$ cat src/rtl/cr_kme_fifo_reader.sv
// Drains DATA_SIZE-bit entries from a KME staging FIFO and serializes each one
// into BEAT_W-bit beats on a valid/ready stream, counting completed words.
//
//   state | meaning
//   IDLE  | no word held; pops when enabled and the FIFO is non-empty
//   SEND  | a word is held; presents beat idx until the last beat is accepted
module cr_kme_fifo_reader #(
    parameter int DATA_SIZE = 83,
    parameter int BEAT_W    = 32,
    parameter int COUNT_W   = 16
) (
    input  logic                 clk,
    input  logic                 rst_n,
    input  logic [DATA_SIZE-1:0] fifo_out,
    input  logic                 fifo_out_valid,
    output logic                 fifo_out_ack,
    input  logic                 enable,
    output logic [BEAT_W-1:0]    beat_data,
    output logic                 beat_valid,
    output logic                 beat_sop,
    output logic                 beat_eop,
    input  logic                 beat_ready,
    output logic                 busy,
    output logic [COUNT_W-1:0]   words_drained
);

    localparam int NUM_BEATS = (DATA_SIZE + BEAT_W - 1) / BEAT_W;
    localparam int IDX_W     = (NUM_BEATS > 1) ? $clog2(NUM_BEATS) : 1;
    localparam int PAD_W     = NUM_BEATS * BEAT_W;

    localparam logic [0:0] ST_IDLE = 1'b0;
    localparam logic [0:0] ST_SEND = 1'b1;

    logic [0:0]           state;
    logic [DATA_SIZE-1:0] hold;
    logic [IDX_W-1:0]     idx;
    logic [PAD_W-1:0]     hold_pad;
    logic                 last;
    logic                 hs;
    logic                 pop;

    // Zero-extend so the final beat reads zeros above DATA_SIZE-1.
    assign hold_pad = PAD_W'(hold);

    assign last       = (idx == IDX_W'(NUM_BEATS - 1));
    assign beat_valid = (state == ST_SEND);
    assign hs         = beat_valid & beat_ready;
    assign busy       = (state == ST_SEND);

    // rst_n gating keeps the FIFO from being popped while the block is held in reset.
    assign pop = rst_n & enable & fifo_out_valid &
                 ((state == ST_IDLE) | (hs & last));

    assign fifo_out_ack = pop;

    always_comb begin
        beat_data = '0;
        beat_sop  = 1'b0;
        beat_eop  = 1'b0;
        if (state == ST_SEND) begin
            beat_data = hold_pad[idx*BEAT_W +: BEAT_W];
            beat_sop  = (idx == '0);
            beat_eop  = last;
        end
    end

    always_ff @(posedge clk) begin
        if (!rst_n) begin
            state         <= ST_IDLE;
            hold          <= '0;
            idx           <= '0;
            words_drained <= '0;
        end else begin
            if (pop) begin
                hold  <= fifo_out;
                idx   <= '0;
                state <= ST_SEND;
            end else if (hs) begin
                if (last) begin
                    state <= ST_IDLE;
                end else begin
                    idx <= idx + IDX_W'(1);
                end
            end
            if (hs && last) begin
                words_drained <= words_drained + COUNT_W'(1);
            end
        end
    end

endmodule

$ cat config.mk
export PLATFORM = sky130hd
export DESIGN_NAME = cr_kme_fifo_reader
export DESIGN_NICKNAME = d
export VERILOG_FILES = /design/src/rtl/cr_kme_fifo_reader.sv
export SDC_FILE = /design/constraint.sdc
export NUM_CORES = 1
export LEC_CHECK = 0
export BUFFER_PORTS_ARGS = -buffer_cell sky130_fd_sc_hd__buf_2
export CAP_MARGIN = 20
export CELL_PAD_IN_SITES_DETAIL_PLACEMENT = 1
export CELL_PAD_IN_SITES_GLOBAL_PLACEMENT = 1
export CORE_ASPECT_RATIO = 0.8
export CORE_MARGIN = 2
export CORE_UTILIZATION = 36
export DETAILED_ROUTE_END_ITERATION = 10
export PLACE_DENSITY_LB_ADDON = 0.12
export SLEW_MARGIN = 0
export SYNTH_ARGS = -nofsm -noshare
export SYNTH_HDL_FRONTEND = slang
export SYNTH_SLANG_ARGS = --single-unit
$ cat constraint.sdc
create_clock -name clk -period 2.6 [get_ports clk]
set_input_delay 0.13 -clock clk [delete_from_list [all_inputs] [get_ports clk]]
set_output_delay 0.13 -clock clk [all_outputs]
set_load 0.01 [all_outputs]
==> run_results.csv <==
group,metric,value,unit
clock_tree,cts_max_path_buffers,2,
clock_tree,cts_setup_buffers,0,
setup_path,crit_type,"reg -> out",
global_routing,grt_antenna_before_repair,0,
setup_path,cp.required,2.47,ns
die,start_util,36.9,%
sta,setup_violations,0,
sta,slew_headroom,36.6,%
finish,fill_cells,1504,
finish,seq_area,2040,um^2
finish,layout-drive-gt1-share,21.6,%
drt,num_vias,4391,
yosys,yosysUniqueCellTypes,31,
clock_tree,clk_pin_slew,0.07,ns
flow_run,drv_cap,0,
yosys,synth_cells,579,
drt,wl_per_cell,14.4,um
drt,finalWirelength,13200,um
finish,layout_commonest_cell,"nand2_1",
sta,tns,0,ns
run_status,status,"finished, final reports clean",
sta,worstMarginPinSlew,0.951,ns
global_routing,overflow,0,
yosys,yosysSeqAreaShare,45.5,%
clock_tree,numCtsBuffers,9,
die,io_pins,141,
yosys,ys.flop_type,"dfxtp_1",
sta,grt_setup_unrepaired,"no",
sta,hold_violations,0,
setup_path,arrival,2.11,ns
yosys,ys_ff_latch,102,
die,row_count,36,
sta,min_period,2.24,ns
power,totalPowerFinal,3.37,mW
die,design.die.area,13400,um^2
clock_tree,clk_latency,0.35,ns
sta,fin_hold_ws,0.00326,ns
global_routing,grt_pass1_wl,21900,um
power,power_density,543,nW/um^2
yosys,ys_warn_count,0,
sta,fin_crit_sh,86.2,%
power,vdd_ir_drop_max,0.349,mV
yosys,syn_nets,670,
setup_path,crit_path_start_kind,"flop",
placement,gp_congestion,0.749,
die,core,12200,um^2
power,p_leak,2.55,nW
sta,final-max-slew-violation-count,0,
yosys,synth_area,4490,um^2
placement,port_buffers,140,
yosys,syn_avg_cell_area,7.75,um^2
global_routing,grt_pass1_vias,4461,
hold_path,hold_path_class,"in -> reg",
drt,drcViolationCount,0,
global_routing,grt_max_degree,96,
sta,clock_skew,0.00688,ns
finish,antenna_cells,0,
drt,vias_per_cell,4.78,
sta,max_freq,446,MHz
finish,nets,853,
clock_tree,htreeDepth,3,
clock_tree,cts_tree,"built",
drt,ant_nets,0,
die,die_y,104,um
yosys,synth_edf_count,0,
clock_tree,cts-root-buf,"clkbuf_16",
finish,final_cell_mix,"196 x nand2_1, 140 x buf_2, 101 x dfxtp_1",
placement,detailed_place_hpwl,8500,um
global_routing,track_usage,20.3,%
clock_tree,cts.sinks,102,
setup_path,cp-end-kind,"output port",
die,chipWidth,129,um
finish,multiInputGateArea,2220,um^2
finish,area_growth,38.5,%
drt,firstDrtPassIters,4,
drt,drt_iter0_markers,198,
yosys,synthArstFlopShare,0,%
setup_path,worstPathMaxFanout,95,
==> state kept, by name, summed over array words and instances, names as in the netlist <==
signal and flops:
hold 83, idx 2, beat_valid 1, words_drained 16
==> through the flow <==
stage / util (%) / worst slack [ns] / cell area [um^2] / cells
after floorplan: - / 0.627 / 4490 / 579
after global placement: 43.3 / 0.779 / 5260 / 836
after CTS: 51.1 / 0.351 / 6210 / 919
after detailed placement: 43.3 / 0.720 / 5260 / 836
final: 51.1 / 0.360 / 6210 / 919
after global routing: 51.1 / 0.214 / 6210 / 919
==> per-layer routing <==
layer	share of wire [%]	wire (um)	GRT usage [%]
met2	47	6180	33.7
met4	1.2	161	5.43
met5	0	0	0
met3	4.2	557	4.22
met1	48	6330	26.8
==> power breakdown <==
group          switching [mW]  internal (mW)  leakage, nW
combinational           0.187          0.193         1.58
sequential             0.0356           1.63        0.833
clock                   0.580          0.745        0.137
==> worst max-delay path: stages (launching register included) <==
cell and delay [ns]:
dfxtp_2 0.32, inv_1 0.12, ha_1 0.25, nand2_1 0.13, a211oi_4 0.37, buf_12 0.36
buf_2 0.20
==> area by class of cell <==
type	count	area share, %
multi-input combinational	429	35.8
sequential	102	32.9
timing repair buffer	215	23.4
clock buffer	12	3.81
tap	152	3.06
clock inverter	4	0.765
inverter	5	0.302
==> synthesized netlist by cell type (2+ instances only) <==
| library cell | instances | area share (%) |
|---|---|---|
| nor3_1 | 4 | 0.45 |
| inv_1 | 5 | 0.42 |
| nand3_1 | 5 | 0.56 |
| and4_1 | 3 | 0.59 |
| a21oi_1 | 5 | 0.56 |
| o22ai_1 | 8 | 1.1 |
| nand2b_1 | 4 | 0.56 |
| buf_4 | 3 | 0.50 |
| o21ai_1 | 10 | 1.1 |
| mux2i_1 | 38 | 8.5 |
| xnor2_1 | 4 | 0.78 |
| or3_1 | 4 | 0.56 |
| dfxtp_1 | 102 | 45 |
| o21ai_0 | 88 | 9.8 |
| buf_2 | 14 | 1.6 |
| nor2_1 | 21 | 1.8 |
| nand2_1 | 196 | 16 |
| ha_1 | 3 | 0.84 |
| xor2_1 | 4 | 0.78 |
| clkbuf_1 | 24 | 2.0 |
| nand4_1 | 3 | 0.42 |
| and2_1 | 21 | 2.9 |
| buf_6 | 2 | 0.50 |
==> final timing paths <==
path | startpoint | endpoint | slack, ns | cells past startpoint
worst max-delay path | idx[0]$_SDFFE_PP0P_ | fifo_out_ack | 0.36 | 6
worst max register to register | idx[0]$_SDFFE_PP0P_ | hold[55]$_SDFFE_PN0P_ | 0.72 | 6
worst min register to register | hold[46]$_SDFFE_PN0P_ | hold[46]$_SDFFE_PN0P_ | 0.45 | 2
worst min-delay path | fifo_out[66] | hold[66]$_SDFFE_PN0P_ | 0.003 | 3
==> logic make-up after synthesis <==
logic type               share of synthesized area, %
adder cells (fa/ha/maj)                         0.836
XOR/XNOR                                         1.56
AO/OA/AOI/OAI                                    13.0
AND/OR/NAND/NOR                                  25.6
flip-flops                                       45.5
buffers and inverters                            4.99
multiplexers                                     8.47
==> timing repair <==
item                      4_1_cts  5_1_grt
hold buffers                   67        0
hold endpoints to repair       67        0
resized for setup               0        0
No activity file was read; power rests on OpenSTA's default activity.
